**config.mk**
```make
export PLATFORM = sky130hd
export DESIGN_NAME = rob_commit_flat
export DESIGN_NICKNAME = d
export VERILOG_FILES = /design/src/rtl/rob_commit_if.sv /design/src/rtl/rob_commit.sv /design/src/flat_wrapper.sv
export SDC_FILE = /design/constraint.sdc
export NUM_CORES = 1
export LEC_CHECK = 0
export BUFFER_PORTS_ARGS = -buffer_cell sky130_fd_sc_hd__buf_2
export CAP_MARGIN = 20
export CELL_PAD_IN_SITES_DETAIL_PLACEMENT = 0
export CELL_PAD_IN_SITES_GLOBAL_PLACEMENT = 1
export CORE_MARGIN = 2
export CORE_UTILIZATION = 46
export CTS_BUF_LIST = sky130_fd_sc_hd__clkbuf_4 sky130_fd_sc_hd__clkbuf_8
export CTS_CLUSTER_SIZE = 30
export DETAILED_ROUTE_END_ITERATION = 7
export PLACE_DENSITY_LB_ADDON = 0.05
export SYNTH_ARGS = -nofsm -noshare
export SYNTH_HDL_FRONTEND = slang
export SYNTH_SLANG_ARGS = --single-unit
export TNS_END_PERCENT = 5
```
**constraint.sdc**
```tcl
create_clock -name clk -period 10.9 [get_ports clk]
set_clock_uncertainty 0.05 [all_clocks]
set_input_delay 0 -clock clk [delete_from_list [all_inputs] [get_ports clk]]
set_output_delay 0 -clock clk [all_outputs]
set_load 0.02 [all_outputs]
```
**src/rtl/rob_commit_if.sv**
```systemverilog
// Bundle of dispatch, write-back, operand-read, flush and retire signals for rob_commit.
// The master side drives dispatch/write-back/lookups; the slave side is the reorder buffer.
interface rob_commit_if #(
    parameter int unsigned TAG_W  = 3,
    parameter int unsigned REG_W  = 5,
    parameter int unsigned DATA_W = 32
);
    logic              alloc_valid;
    logic [REG_W-1:0]  alloc_reg;
    logic              alloc_ready;
    logic [TAG_W-1:0]  alloc_tag;

    logic              wb0_valid;
    logic [TAG_W-1:0]  wb0_tag;
    logic [DATA_W-1:0] wb0_value;
    logic              wb1_valid;
    logic [TAG_W-1:0]  wb1_tag;
    logic [DATA_W-1:0] wb1_value;

    logic [TAG_W-1:0]  rd_tag;
    logic              rd_ready;
    logic [DATA_W-1:0] rd_value;

    logic              flush;

    logic              commit_valid;
    logic [TAG_W-1:0]  commit_tag;
    logic [REG_W-1:0]  commit_reg;
    logic [DATA_W-1:0] commit_value;

    logic [TAG_W:0]    count;
    logic              empty;
    logic              full;

    modport master (
        output alloc_valid, alloc_reg,
        input  alloc_ready, alloc_tag,
        output wb0_valid, wb0_tag, wb0_value,
        output wb1_valid, wb1_tag, wb1_value,
        output rd_tag,
        input  rd_ready, rd_value,
        output flush,
        input  commit_valid, commit_tag, commit_reg, commit_value,
        input  count, empty, full
    );

    modport slave (
        input  alloc_valid, alloc_reg,
        output alloc_ready, alloc_tag,
        input  wb0_valid, wb0_tag, wb0_value,
        input  wb1_valid, wb1_tag, wb1_value,
        input  rd_tag,
        output rd_ready, rd_value,
        input  flush,
        output commit_valid, commit_tag, commit_reg, commit_value,
        output count, empty, full
    );
endinterface

```
**src/rtl/rob_commit.sv**
```systemverilog
// Reorder buffer: allocates in dispatch order, absorbs two write-back ports by tag,
// and retires completed entries strictly in order, one per cycle.
module rob_commit #(
    parameter int unsigned DEPTH  = 8,
    parameter int unsigned TAG_W  = 3,
    parameter int unsigned REG_W  = 5,
    parameter int unsigned DATA_W = 32
) (
    input logic         clk,
    input logic         rst,
    rob_commit_if.slave bus
);
    logic              r_valid [DEPTH];
    logic              r_done  [DEPTH];
    logic [REG_W-1:0]  r_reg   [DEPTH];
    logic [DATA_W-1:0] r_value [DEPTH];

    logic [TAG_W-1:0]  r_head;
    logic [TAG_W-1:0]  r_tail;
    logic [TAG_W:0]    r_count;

    logic              r_commit_valid;
    logic [TAG_W-1:0]  r_commit_tag;
    logic [REG_W-1:0]  r_commit_reg;
    logic [DATA_W-1:0] r_commit_value;

    logic w_full;
    logic w_empty;
    logic w_alloc_fire;
    logic w_commit_fire;
    logic w_wb0_hit;
    logic w_wb1_hit;

    always_comb begin
        w_full        = (r_count == (TAG_W+1)'(DEPTH));
        w_empty       = (r_count == '0);
        w_alloc_fire  = bus.alloc_valid && !w_full;
        w_commit_fire = r_valid[r_head] && r_done[r_head];
        w_wb0_hit     = bus.wb0_valid && r_valid[bus.wb0_tag] && !r_done[bus.wb0_tag];
        // On a same-tag collision port 0 owns the entry.
        w_wb1_hit     = bus.wb1_valid && r_valid[bus.wb1_tag] && !r_done[bus.wb1_tag] &&
                        !(bus.wb0_valid && (bus.wb0_tag == bus.wb1_tag));
    end

    always_ff @(posedge clk or posedge rst) begin
        if (rst) begin
            r_head         <= '0;
            r_tail         <= '0;
            r_count        <= '0;
            r_commit_valid <= 1'b0;
            r_commit_tag   <= '0;
            r_commit_reg   <= '0;
            r_commit_value <= '0;
            for (int i = 0; i < DEPTH; i++) begin
                r_valid[i] <= 1'b0;
                r_done[i]  <= 1'b0;
                r_reg[i]   <= '0;
                r_value[i] <= '0;
            end
        end else if (bus.flush) begin
            r_head         <= '0;
            r_tail         <= '0;
            r_count        <= '0;
            r_commit_valid <= 1'b0;
            for (int i = 0; i < DEPTH; i++) begin
                r_valid[i] <= 1'b0;
                r_done[i]  <= 1'b0;
            end
        end else begin
            if (w_alloc_fire) begin
                r_tail <= r_tail + 1'b1;
            end
            if (w_commit_fire) begin
                r_head         <= r_head + 1'b1;
                r_commit_tag   <= r_head;
                r_commit_reg   <= r_reg[r_head];
                r_commit_value <= r_value[r_head];
            end
            r_commit_valid <= w_commit_fire;
            r_count        <= r_count + (TAG_W+1)'(w_alloc_fire) - (TAG_W+1)'(w_commit_fire);

            // Tail is never valid when alloc fires and head is already done when it
            // commits, so alloc, write-back and retire never collide on one entry.
            for (int i = 0; i < DEPTH; i++) begin
                if (w_alloc_fire && (r_tail == TAG_W'(i))) begin
                    r_valid[i] <= 1'b1;
                    r_done[i]  <= 1'b0;
                    r_reg[i]   <= bus.alloc_reg;
                end else if (w_commit_fire && (r_head == TAG_W'(i))) begin
                    r_valid[i] <= 1'b0;
                end
                if (w_wb0_hit && (bus.wb0_tag == TAG_W'(i))) begin
                    r_done[i]  <= 1'b1;
                    r_value[i] <= bus.wb0_value;
                end else if (w_wb1_hit && (bus.wb1_tag == TAG_W'(i))) begin
                    r_done[i]  <= 1'b1;
                    r_value[i] <= bus.wb1_value;
                end
            end
        end
    end

    assign bus.alloc_ready  = !w_full;
    assign bus.alloc_tag    = r_tail;
    assign bus.rd_ready     = r_valid[bus.rd_tag] && r_done[bus.rd_tag];
    assign bus.rd_value     = r_value[bus.rd_tag];
    assign bus.commit_valid = r_commit_valid;
    assign bus.commit_tag   = r_commit_tag;
    assign bus.commit_reg   = r_commit_reg;
    assign bus.commit_value = r_commit_value;
    assign bus.count        = r_count;
    assign bus.empty        = w_empty;
    assign bus.full         = w_full;
endmodule

```
**src/flat_wrapper.sv**
```systemverilog
// flat-port wrapper written by rule: the top's interface ports become plain ports
module rob_commit_flat 
#(
    parameter int unsigned DEPTH  = 8,
    parameter int unsigned TAG_W  = 3,
    parameter int unsigned REG_W  = 5,
    parameter int unsigned DATA_W = 32
)
  (clk, rst, bus_alloc_valid, bus_alloc_reg, bus_alloc_ready, bus_alloc_tag, bus_wb0_valid, bus_wb0_tag, bus_wb0_value, bus_wb1_valid, bus_wb1_tag, bus_wb1_value, bus_rd_tag, bus_rd_ready, bus_rd_value, bus_flush, bus_commit_valid, bus_commit_tag, bus_commit_reg, bus_commit_value, bus_count, bus_empty, bus_full);
  rob_commit_if #(.TAG_W(TAG_W), .REG_W(REG_W), .DATA_W(DATA_W)) bus_i ();
  input logic clk;
  input logic rst;
  input wire logic [$bits(bus_i.alloc_valid)-1:0] bus_alloc_valid;
  input wire logic [$bits(bus_i.alloc_reg)-1:0] bus_alloc_reg;
  output wire logic [$bits(bus_i.alloc_ready)-1:0] bus_alloc_ready;
  output wire logic [$bits(bus_i.alloc_tag)-1:0] bus_alloc_tag;
  input wire logic [$bits(bus_i.wb0_valid)-1:0] bus_wb0_valid;
  input wire logic [$bits(bus_i.wb0_tag)-1:0] bus_wb0_tag;
  input wire logic [$bits(bus_i.wb0_value)-1:0] bus_wb0_value;
  input wire logic [$bits(bus_i.wb1_valid)-1:0] bus_wb1_valid;
  input wire logic [$bits(bus_i.wb1_tag)-1:0] bus_wb1_tag;
  input wire logic [$bits(bus_i.wb1_value)-1:0] bus_wb1_value;
  input wire logic [$bits(bus_i.rd_tag)-1:0] bus_rd_tag;
  output wire logic [$bits(bus_i.rd_ready)-1:0] bus_rd_ready;
  output wire logic [$bits(bus_i.rd_value)-1:0] bus_rd_value;
  input wire logic [$bits(bus_i.flush)-1:0] bus_flush;
  output wire logic [$bits(bus_i.commit_valid)-1:0] bus_commit_valid;
  output wire logic [$bits(bus_i.commit_tag)-1:0] bus_commit_tag;
  output wire logic [$bits(bus_i.commit_reg)-1:0] bus_commit_reg;
  output wire logic [$bits(bus_i.commit_value)-1:0] bus_commit_value;
  output wire logic [$bits(bus_i.count)-1:0] bus_count;
  output wire logic [$bits(bus_i.empty)-1:0] bus_empty;
  output wire logic [$bits(bus_i.full)-1:0] bus_full;
  assign bus_i.alloc_valid = bus_alloc_valid;
  assign bus_i.alloc_reg = bus_alloc_reg;
  assign bus_alloc_ready = bus_i.alloc_ready;
  assign bus_alloc_tag = bus_i.alloc_tag;
  assign bus_i.wb0_valid = bus_wb0_valid;
  assign bus_i.wb0_tag = bus_wb0_tag;
  assign bus_i.wb0_value = bus_wb0_value;
  assign bus_i.wb1_valid = bus_wb1_valid;
  assign bus_i.wb1_tag = bus_wb1_tag;
  assign bus_i.wb1_value = bus_wb1_value;
  assign bus_i.rd_tag = bus_rd_tag;
  assign bus_rd_ready = bus_i.rd_ready;
  assign bus_rd_value = bus_i.rd_value;
  assign bus_i.flush = bus_flush;
  assign bus_commit_valid = bus_i.commit_valid;
  assign bus_commit_tag = bus_i.commit_tag;
  assign bus_commit_reg = bus_i.commit_reg;
  assign bus_commit_value = bus_i.commit_value;
  assign bus_count = bus_i.count;
  assign bus_empty = bus_i.empty;
  assign bus_full = bus_i.full;
  rob_commit #(.DEPTH(DEPTH), .TAG_W(TAG_W), .REG_W(REG_W), .DATA_W(DATA_W)) u_core (.clk(clk), .rst(rst), .bus(bus_i));
endmodule
```
# Yosys cells after proc, flatten, opt, wreduce, memory -nomap -nowiden
# Cells that the tools add are included.
# W data, S select, Z words.
[totals] ff_bits=363 input_bits=84 output_inout_bits=84 word_cells=272
[classes] addsub=4 n_lt_le_gt_ge=4 n_eq_ne=30 n_mux=97 bitwise=5 n_reduce_logical=93
[ops] operator="$mux W32" n=20
[ops] operator="$bmux W32 S3" n=2
[ops] operator="$mux W1" n=57
[ops] operator="$eq A3 B3 Y1 const B" n=16
[ops] operator="$logic_and A1 B1 Y1" n=41
[ops] operator="$reduce_and A2 Y1" n=17
[ops] operator="$reduce_bool A4 Y1" n=8
[ops] operator="$bmux W1 S3" n=8
[ops] operator="$eq A3 B2 Y1 const B" n=8
[ops] operator="$reduce_bool A3 Y1" n=8
[ops] operator="$reduce_bool A2 Y1" n=10
[ops] operator="$ge A4 B4 Y1 const B" n=4
[ops] operator="$mux W8" n=2
[ops] operator="$not A3 Y4" n=4
[ops] operator="$bmux W5 S3" n=1
[ops] operator="$eq A3 B1 Y1 const B" n=4
[ops] operator="$logic_not A3 Y1" n=4
[ops] operator="$mux W3" n=4
[ops] operator="$mux W5" n=2
[ops] operator="$add A3 B1 Y3 const B" n=2
[ops] operator="$add A4 B1 Y4" n=1
[ops] operator="$eq A4 B4 Y1 const B" n=1
[ops] operator="$logic_not A1 Y1" n=4
[ops] operator="$logic_not A4 Y1" n=1
[ops] operator="other kinds (4)" n=4

# Depth between registers and ports, before layout
# Gate-level depths: netlist of the first run.
[depth] depth_word=11 ltp_mapped=11 mapped_depth_nobuf=10

# Worst setup path before layout of the first run
# No wires, ideal clock.
[synth_timing] path_kind="flip-flop to flip-flop" start="register u_core.r_count[2] (netlist: u_core.bus.count[2])" end="register u_core.r_count[2] (netlist: u_core.bus.count[2])" setup_ps=132 arrival_ps=2475 required_time_ps=10718 slack_ps=8243 stages_incl_launch_ff=11 n_path_buf=2 period_less_slack_ps=2657 cell_sequence="dfrtp_1 inv_1 ha_1 or3b_1 clkbuf_1 and2_1 buf_2 ha_1 fa_1 xnor2_1 nor2_1"
[synth_between] elab_chain_len=6
[synth_lines] item="start: declaration" line_no="rob_commit.sv:20" rtl="logic [TAG_W:0] r_count;"
[synth_lines] item="start signal: assignment" line_no="rob_commit.sv:80" rtl="r_count <= r_count + (TAG_W+1)'(w_alloc_fire) - (TAG_W+1)'(w_commit_fire);"
[synth_lines] item="$eq A4 B4 Y1" line_no="rob_commit.sv:35" rtl="w_full = (r_count == (TAG_W+1)'(DEPTH));"
[synth_lines] item="$logic_not A1 Y1"
[synth_lines] item="named net bus_alloc_ready" line_no="flat_wrapper.sv:15" rtl="output wire logic [$bits(bus_i.alloc_ready)-1:0] bus_alloc_ready;"
[synth_lines] item="$logic_and A1 B1 Y1" line_no="rob_commit.sv:37" rtl="w_alloc_fire = bus.alloc_valid && !w_full;"
[synth_lines] item="$add A4 B1 Y4" line_no="rob_commit.sv:80"
[synth_lines] item="$sub A4 B1 Y4" line_no="rob_commit.sv:80"
[synth_lines] item="$mux W4" line_no="rob_commit.sv:60" rtl="end else if (bus.flush) begin"
# The timed path passes the listed nets, and every way through them passes these cells.
# A chain may end at the register's enable or synchronous reset.

# Worst setup path after layout of the first run
[layout_timing] start="register u_core.r_head[0]" end="register u_core.r_commit_value[18] (netlist: u_core.bus.commit_value[18])"
[layout_between] elab_chain_len=6 word_cells_on_any_way=12 classes_between="mux (9); bitwise (1); reduce/logical (2)"
[layout_lines] item="start: declaration" line_no="rob_commit.sv:18" rtl="logic [TAG_W-1:0] r_head;"
[layout_lines] item="start signal: assignment" line_no="rob_commit.sv:74" rtl="r_head <= r_head + 1'b1;"
[layout_lines] item="$not A3 Y4 (not written as such) *" line_no="rob_commit.sv:38, rob_commit.sv:77"
[layout_lines] item="$bmux W1 S3" line_no="rob_commit.sv:38" rtl="w_commit_fire = r_valid[r_head] && r_done[r_head];"
[layout_lines] item="$mux W1 (not written as such) (2 in series)" line_no="rob_commit.sv:38"
[layout_lines] item="$logic_and A1 B1 Y1" line_no="rob_commit.sv:38"
[layout_lines] item="$reduce_and A2 Y1 (no line)"
[layout_lines] item="end signal: assignment" line_no="rob_commit.sv:77" rtl="r_commit_value <= r_value[r_head];"
[layout_lines] item="end: declaration" line_no="rob_commit.sv:25" rtl="logic [DATA_W-1:0] r_commit_value;"
# Every way passes the cells marked *; elsewhere a longest branch is shown, timed or not. The select of a mux whose other input is x is not followed.

==> reports/metrics.json, run 1 <==
{
  "mean_routed_wirelength_per_cell_um": 27.9,
  "num-fill-cells": 3984,
  "setup_viol_count_final": 0,
  "rsz0062_at_grt": "no",
  "pin_count_of_the_biggest_net_entering_global_routing": 107,
  "initial_core_util": 0.466,
  "h-tree-depth": 3,
  "status": "complete, but fails checks",
  "max-vdd-ir-drop_uv": 100,
  "largest_register_ffs": 256,
  "cts.repair.resized": 0,
  "synth_compound_gate_area_share": 0.172,
  "final_area_mm2": 0.0250,
  "final_setup_slack_of_the_worst_path_ns": 7.30,
  "remaining_drc_errors": 0,
  "clock_insertion_delay_worst_skew_ns": 0.66,
  "max_clock_freq_mhz": 278,
  "dominant_combinational_cell_family_by_area_after_synthesis": "multiplexers",
  "synthesis.instances": 1824,
  "critPathCaptureType": "register",
  "max-cap-violations": 0,
  "critical_path.cell_chain": "mux4_2 > o22ai_4 > buf_4 > mux2_2",
  "io_buffers": 167,
  "fin_worst_hold_slack_ns": -0.0216,
  "headroom_to_the_max_slew_limit": 0.264,
  "synth.avg_cell_area_um2": 11.6,
  "numClockSinks": 363,
  "placementRows": 78,
  "die_height_um": 218,
  "post_route_cells_drive_above_1_share": 0.319,
  "grt_first_pass_wirelength_mm": 113,
  "mappedNetlistNets": 1927,
  "setup_tns_ns": 0,
  "std_cell_core_area_mm2": 0.0454,
  "final_cell_count_no_fill": 2698,
  "firstDrtPassIters": 5,
  "worst_r2r_path_cells": 4,
  "timing.final.hold_violations": 9,
  "post_synth_and_or_nand_nor_area_fraction": 0.125,
  "synth-warning-count": 0,
  "cp_slowest_stage_delay_ns": 1.05,
  "avgViaCountPerCell": 6.30,
  "synth-xor-area-share": 0.00248,
  "clk_transition_reported_paths_ns": 0.06,
  "synth-edff-count": 0,
  "timing.final.crit_period_ns": 3.60,
  "grt_pass1_vias": 17600,
  "crit_slowest_cell": "dfrtp_4",
  "cts.path.max_buffers": 3,
  "synth_sequential_area_ratio": 0.429,
  "ys_seq_elements": 363,
  "synth-main-ff-cell": "dfrtp_1",
  "dr.first_iter.drc_count": 1437,
  "antenna_found_initial": 4,
  "power.density_mw_per_mm2": 168,
  "muxShareOfSynthArea": 0.199,
  "hold_path_class": "input pin to asynchronous set/reset pin",
  "dieArea_mm2": 0.0477,
  "violations": "negative hold slack",
  "worstMarginPinSlew_ns": 1.10,
  "numPlacedInstances": 2467,
  "routed_wirelength_mm": 75.2,
  "grt.total_usage": 0.321,
  "worst-endpoint-required_ns": 11.37,
  "hold_buffers": 113,
  "post_synth_fa_ha_maj_area_fraction": 0.0116,
  "timing.critical_path.fanout_max": 44,
  "tritoncts": "built",
  "asyncSetResetFlopFracSynth": 1.00,
  "fin_nets": 2158,
  "detailedPlacementHpwl_mm": 42.1,
  "die-width_um": 218,
  "globalplace.congestion": 0.817,
  "root_cell_of_the_clock_tree": "clkbuf_8",
  "placedInstanceArea_mm2": 0.0224,
  "worst-endpoint-arrival_ns": 4.07,
  "fin_crit_sh": 0.330,
  "ys_types": 57,
  "grt.overflow.total": 0,
  "floorplan.io_pins": 168,
  "dp_worst_setup_slack_ns": 7.26,
  "final-max-slew-violation-count": 0,
  "numCtsBuffers": 71,
  "via_count": 17000,
  "syn2layout_area_growth_pct": 18.0,
  "synth.cell_area_mm2": 0.0212,
  "critPathLaunchType": "register",
  "postCtsSetupRepairBufs": 0,
  "postRouteAntennaNets": 0,
  "power_leakage_nw": 11.3,
  "crit_type": "register to register"
}
## cells in the final DEF (no fill, tap or decap), types with 3 or more instances in the layout
master / synthesis / routed
o21ai_0: 49 / 49
nand4_1: 4 / 4
buf_4: 15 / 37
nor4_1: 4 / 4
nand3_1: 14 / 14
clkbuf_8: 0 / 84
o311ai_0: 4 / 4
a221oi_1: 8 / 8
o22ai_1: 33 / 32
mux2i_1: 3 / 3
mux2_2: 60 / 60
ha_1: 18 / 18
and2_1: 67 / 67
and3_2: 0 / 4
nand3b_1: 32 / 32
nor2_1: 207 / 207
buf_2: 33 / 166
xnor2_1: 6 / 6
mux4_2: 145 / 145
a21boi_0: 3 / 3
a41oi_4: 0 / 4
or3_1: 3 / 3
dfrtp_1: 363 / 360
a31oi_1: 8 / 6
inv_1: 146 / 145
clkbuf_4: 0 / 26
nor2b_1: 8 / 8
nand2b_1: 14 / 13
nand2_1: 145 / 145
nor3_1: 36 / 35
mux2_1: 20 / 20
or4_1: 4 / 4
o31a_1: 3 / 3
dlygate4sd3_1: 0 / 113
a21oi_1: 5 / 5
a221o_1: 64 / 64
o221a_1: 32 / 32
a221oi_2: 120 / 120
clkinvlp_4: 0 / 4
## where the power goes
| group | leakage, nW | switching [mW] | internal, mW | total, mW |
|---|---|---|---|---|
| Sequential | 4.40 | 0.160 | 1.61 | 1.77 |
| Combinational | 6.21 | 0.502 | 0.542 | 1.04 |
| Clock | 0.724 | 0.613 | 0.778 | 1.39 |
| Total | 11.3 | 1.27 | 2.93 | 4.20 |
## routing by layer
layer / vias up / part of all wire / track usage / wire length [µm]
met5: - / 0.00024 / 0 / 18
met4: 4 / 0.028 / 0.106 / 2070
met3: 146 / 0.071 / 0.0658 / 5320
met2: 716 / 0.49 / 0.527 / 36800
met1: 8850 / 0.41 / 0.426 / 31000
li1: 7269 / - / - / -
## synthesized netlist by cell type, types with 8 or more instances
cell type | number | area, µm²
a31oi_1 | 8 | 50.1
nand3b_1 | 32 | 240
inv_1 | 146 | 548
mux2_1 | 20 | 225
a221o_1 | 64 | 641
buf_2 | 33 | 165
ha_1 | 18 | 225
o21ai_0 | 49 | 245
buf_1 | 12 | 45.0
mux2_2 | 60 | 676
buf_4 | 15 | 113
and2_1 | 67 | 419
o221a_1 | 32 | 360
nor3_1 | 36 | 180
mux4_2 | 145 | 3270
clkbuf_1 | 94 | 353
dfrtp_1 | 363 | 9080
a221oi_1 | 8 | 70.1
nand2_1 | 145 | 544
o22ai_1 | 33 | 206
nor2_1 | 207 | 777
nand2b_1 | 14 | 87.6
nor2b_1 | 8 | 50.1
nand3_1 | 14 | 70.1
a221oi_2 | 120 | 1800
## worst paths after layout
kind                       slack (ns)                                 endpoint                               startpoint
setup / recovery                 7.30  u_core.bus.commit_value[18]$_DFFE_PP0P_             u_core.r_head[0]$_DFFE_PP0P_
hold / removal                  -0.02          u_core.r_value[185]$_DFFE_PP0P_                                      rst
setup reg to reg                 7.30  u_core.bus.commit_value[18]$_DFFE_PP0P_             u_core.r_head[0]$_DFFE_PP0P_
hold reg to reg                  0.43  u_core.bus.commit_value[15]$_DFFE_PP0P_  u_core.bus.commit_value[15]$_DFFE_PP0P_
max in group asynchronous        9.26          u_core.r_value[209]$_DFFE_PP0P_                                      rst
min in group clk                 0.05             u_core.r_done[6]$_DFFE_PP0P_                           bus_wb0_tag[0]
## final cells by class
cell class              count  area [µm²]  share of cell area
multi-input cells        1154       10900               0.437
diodes                      2        5.00            0.000200
flip-flops and latches    363        9090               0.364
clock inverters             4        30.0             0.00120
clock buffers             110        1350              0.0541
inverters                 147         559              0.0224
well taps                 600         751              0.0301
repair buffers            318        2280              0.0913
## per-stage QoR
step,power [mW],utilization
2_1_floorplan,2.50,-
3_5_place_dp,2.80,0.494
4_1_cts,4.22,0.549
5_1_grt,4.39,0.550
6_report,4.20,0.550
3_3_place_gp,2.77,0.494
## cell families after synthesis
family	count (synthesis)
compound gates	342
xor+xnor	6
mux	229
buf+inv	307
fa+ha+maj	19
flops	363
simple gates	558
## worst max-delay path, delay by kind of cell, from the launching register on
family,cells,cell delay [ns]
multiplexers,2,1.08
flip-flops,1,1.05
AO/OA/AOI/OAI,1,0.62
buffers and inverters,1,0.62
No activity file was read; power rests on OpenSTA's default activity.
==> run 2: changes to the inputs <==
--- a/config.mk
+++ b/config.mk
@@ -5,6 +5,7 @@
 export SDC_FILE = /design/constraint.sdc
 export NUM_CORES = 1
 export LEC_CHECK = 0
+export ABC_AREA = 1
 export BUFFER_PORTS_ARGS = -buffer_cell sky130_fd_sc_hd__buf_2
 export CAP_MARGIN = 20
 export CELL_PAD_IN_SITES_DETAIL_PLACEMENT = 0
==> constraint.sdc (replaced) <==
create_clock -name clk -period 3.7 [get_ports clk]
set_clock_uncertainty 0.05 [all_clocks]
set_input_delay 0 -clock clk [delete_from_list [all_inputs] [get_ports clk]]
set_output_delay 0 -clock clk [all_outputs]
set_load 0.02 [all_outputs]
==> run 2 against run 1 <==
  * The flow finishes with violations (design-rule violations)
  * Sequential power grew to 2.8 times the previous value
  * Non-clock buffer count is 16 higher
  * Routed wire length is 31% higher
  * Hold slack better by 0.14 ns
  * Area after synthesis is 15% higher
  * Critical path depth is 8 higher
  * Setup slack worse by 6.8 ns
  * Via count is 55% higher
  * Critical path type unchanged
==> reports/metrics.json, run 2 <==
{
  "setup_viol_count_final": {"value": 0, "change": "unchanged"},
  "numPlacedInstances": {"value": 4172, "change": "+69%"},
  "synth.cell_area": {"value": 0.0242, "unit": "mm²", "change": "+15%"},
  "globalplace.congestion": {"value": 0.911, "change": "+11%"},
  "yosys-top-cells-count": "nand2_1, dfrtp_1, o21ai_0",
  "postRouteAntennaNets": {"value": 0, "change": "unchanged"},
  "dr.first_iter.drc_count": {"value": 2968, "change": "+110%"},
  "synth.avg_cell_area": {"value": 6.70, "unit": "µm²", "change": "-42%"},
  "power_leakage": {"value": 13.9, "unit": "nW", "change": "+23%"},
  "grt.overflow.total": {"value": 0, "change": "unchanged"},
  "ys_types": {"value": 41, "change": "-28%"},
  "worstMarginPinSlew": {"value": 1.05, "unit": "ns", "change": "-0.0585 ns"},
  "status": "complete, but fails checks",
  "initial_core_util": {"value": 0.463, "change": "-0.00313"},
  "avgViaCountPerCell": {"value": 5.98, "change": "-5.0%"},
  "clk_transition_reported_paths": {"value": 0.06, "unit": "ns", "change": "about the same"},
  "critPathCaptureType": "register",
  "worst-endpoint-arrival": {"value": 3.76, "unit": "ns", "change": "-0.31 ns"},
  "fin_nets": {"value": 3767, "change": "+75%"},
  "numCtsBuffers": {"value": 72, "change": "+1.4%"},
  "mappedNetlistNets": {"value": 3722, "change": "+93%"},
  "grt_pass1_vias": {"value": 24800, "change": "+41%"},
  "most_common_cell_after_layout_fill_and_taps_aside": "nand2_1",
  "r2r_slack": {"value": 0.48, "unit": "ns", "change": "-6.83 ns"},
  "crit_type": "register to register",
  "headroom_to_the_max_slew_limit": {"value": 0.303, "change": "+0.0390"},
  "synthesis.instances": {"value": 3619, "change": "+98%"},
  "post_route_cells_drive_above_1_share": {"value": 0.110, "change": "-0.210"},
  "std_cell_core_area": {"value": 0.0523, "unit": "mm²", "change": "+15%"},
  "cts.repair.resized": {"value": 0, "change": "unchanged"},
  "firstDrtPassIters": {"value": 8, "change": "+3"},
  "root_cell_of_the_clock_tree": "clkbuf_8",
  "fin_crit_sh": {"value": 0.871, "change": "+0.541"},
  "hold-path-cell-count": 6,
  "h-tree-depth": {"value": 3, "change": "unchanged"},
  "timing.final.hold_violations": {"value": 0, "change": "-9"},
  "routed_wirelength": {"value": 98.4, "unit": "mm", "change": "+31%"},
  "synth-edff-count": {"value": 0, "change": "unchanged"},
  "worst_r2r_path_cells": {"value": 12, "change": "+8"},
  "grt_first_pass_wirelength": {"value": 148, "unit": "mm", "change": "+31%"},
  "placementRows": {"value": 84, "change": "+7.7%"},
  "power.density": {"value": 422, "unit": "mW/mm²", "change": "+150%"},
  "io_buffers": {"value": 167, "change": "unchanged"},
  "cell_types_with_the_largest_area_share_after_synthesis": "dfrtp_1, nand2_1, o21ai_0, nand4_1, nand3_1",
  "die-width": {"value": 234, "unit": "µm", "change": "+6.9%"},
  "grt.total_usage": {"value": 0.357, "change": "+0.0363"},
  "via_count": {"value": 26300, "change": "+55%"},
  "timing.critical_path.fanout_max": {"value": 88, "change": "+100%"},
  "critPathLaunchType": "register",
  "cts.path.max_buffers": {"value": 3, "change": "unchanged"},
  "antenna_found_initial": {"value": 3, "change": "-1"},
  "layout_common_cells": "nand2_1, o21ai_0, dfrtp_1, nand4_1, nand3_1",
  "final_cell_count_no_fill": {"value": 4402, "change": "+63%"},
  "synth.largest_area_cell": "dfrtp_1",
  "dieArea": {"value": 0.0545, "unit": "mm²", "change": "+14%"},
  "synth-main-ff-cell": "dfrtp_1",
  "largest_register_ffs": {"value": 256, "change": "unchanged"},
  "clock_insertion_delay_worst_skew": {"value": 0.67, "unit": "ns", "change": "about the same"},
  "remaining_drc_errors": {"value": 6, "change": "+6"},
  "rsz0062_at_grt": "no",
  "worst-endpoint-required": {"value": 4.24, "unit": "ns", "change": "-7.13 ns"},
  "finalPower": {"value": 11.5, "unit": "mW", "change": "+170%"},
  "synth_most_common_cell": "nand2_1",
  "die_height": {"value": 234, "unit": "µm", "change": "+6.9%"},
  "hold_path_class": "input pin to register",
  "violations": "design-rule violations",
  "max-vdd-ir-drop": {"value": 234, "unit": "µV", "change": "+130%"},
  "numClockSinks": {"value": 363, "change": "unchanged"},
  "max-cap-violations": {"value": 0, "change": "unchanged"},
  "asyncSetResetFlopFracSynth": {"value": 1.00, "change": "unchanged"},
  "max_clock_freq": {"value": 310, "unit": "MHz", "change": "+12%"},
  "floorplan.io_pins": {"value": 168, "change": "unchanged"},
  "mean_routed_wirelength_per_cell": {"value": 22.4, "unit": "µm", "change": "-20%"},
  "ys_seq_elements": {"value": 363, "change": "unchanged"},
  "tritoncts": "built",
  "netlist.area_leader.share": {"value": 0.375, "change": "-0.0546"},
  "pin_count_of_the_biggest_net_entering_global_routing": {"value": 169, "change": "+58%"},
  "timing.final.crit_period": {"value": 3.22, "unit": "ns", "change": "-0.374 ns"},
  "final-max-slew-violation-count": {"value": 0, "change": "unchanged"},
  "detailedPlacementHpwl": {"value": 53.5, "unit": "mm", "change": "+27%"},
  "syn2layout_area_growth_pct": 12.3,
  "synth_sequential_area_ratio": {"value": 0.375, "change": "-0.0546"},
  "synth-warning-count": {"value": 0, "change": "unchanged"}
}
## run 2: cell types whose count changed after synthesis, sizes merged, moves of 81 or more
cell / previous run / this run
a221oi: 128 / 2
mux2: 81 / 0
nand3: 14 / 179
buf: 66 / 191
nand2: 145 / 1495
o21ai: 49 / 361
mux4: 145 / 0
nand4: 4 / 265
a21oi: 5 / 136
## run 2: worst paths after layout
check / end / start
hold reg to reg: u_core.bus.commit_value[17]$_DFFE_PP0P_ / u_core.bus.commit_value[17]$_DFFE_PP0P_
setup / recovery: u_core.r_value[180]$_DFFE_PP0P_ / u_core.r_valid[0]$_DFFE_PP0P_
max in group asynchronous: u_core.r_value[34]$_DFFE_PP0P_ / rst
hold / removal: u_core.r_value[0]$_DFFE_PP0P_ / bus_wb1_tag[2]
min in group asynchronous: u_core.r_value[122]$_DFFE_PP0P_ / rst
setup reg to reg: u_core.r_value[180]$_DFFE_PP0P_ / u_core.r_valid[0]$_DFFE_PP0P_
## run 2: metal layers
| layer | track usage | routed length [µm] | vias up |
|---|---|---|---|
| met5 | 0 | 26 | - |
| met1 | 0.486 | 40800 | 12500 |
| met4 | 0.154 | 3790 | 4 |
| met3 | 0.0704 | 10400 | 267 |
| met2 | 0.552 | 43400 | 1481 |
| li1 | - | - | 12000 |
## run 2: logic make-up (layout without fill, tap and decap cells)
logic type / count (synthesis) / count (layout) / share of synthesized area
AO/OA/AOI/OAI: 626 / 626 / 0.141
adder cells (fa/ha/maj): 19 / 19 / 0.0101
multiplexers: 4 / 4 / 0.00165
AND/OR/NAND/NOR: 2092 / 2092 / 0.369
buffers and inverters: 513 / 606 / 0.103
flip-flops: 363 / 363 / 0.375
XOR/XNOR: 2 / 2 / 0.000723
other: 0 / 2 / 0
## run 2: metrics by stage
step                worst slack [ns]  cell area [µm²]   util  hold slack [ns]  setup TNS, ns
floorplan                      -1.22            24200      -           0.0482        -442.22
global placement               0.944            24700  0.471           0.0233              0
detailed placement             0.887            24700  0.471           0.0149              0
CTS                            0.584            27200  0.520           0.0653              0
global route                   0.343            27200  0.520            0.111              0
finish                         0.476            27200  0.520            0.123              0
## run 2: area by class of cell
cell class / count / area, µm²
multi-input combinational: 2743 / 12700
antenna: 2 / 5.00
clock inverter: 8 / 47.5
fill: 5260 / 25100
clock buffer: 114 / 1430
timing repair buffer: 334 / 2480
tap: 688 / 861
inverter: 150 / 586
sequential: 363 / 9090
## run 2: critical path, cell delays in order, from the launching register on
cell and delay, ns:
dfrtp_1 0.40, inv_1 0.11, nor2_1 0.11, nor2_1 0.06
nand2_1 0.06, nand2_1 0.11, nand2_8 0.33, buf_4 0.86
nand4_1 0.18, nand2_1 0.12, dlygate4sd3_1 0.55, nand3_1 0.06
nand2_1 0.09
## run 2: timing repair
item	4_1_cts	5_1_grt
setup buffers	0	0
hold buffers	105	0
endpoints found under the hold margin	678	0
## run 2: power by group
part | switching, mW | internal [mW] | total, mW | leakage (nW)
combinational | 1.51 | 0.749 | 2.26 | 8.17
sequential | 0.375 | 4.51 | 4.89 | 4.96
clock | 1.91 | 2.43 | 4.34 | 0.783
total | 3.79 | 7.70 | 11.5 | 13.9
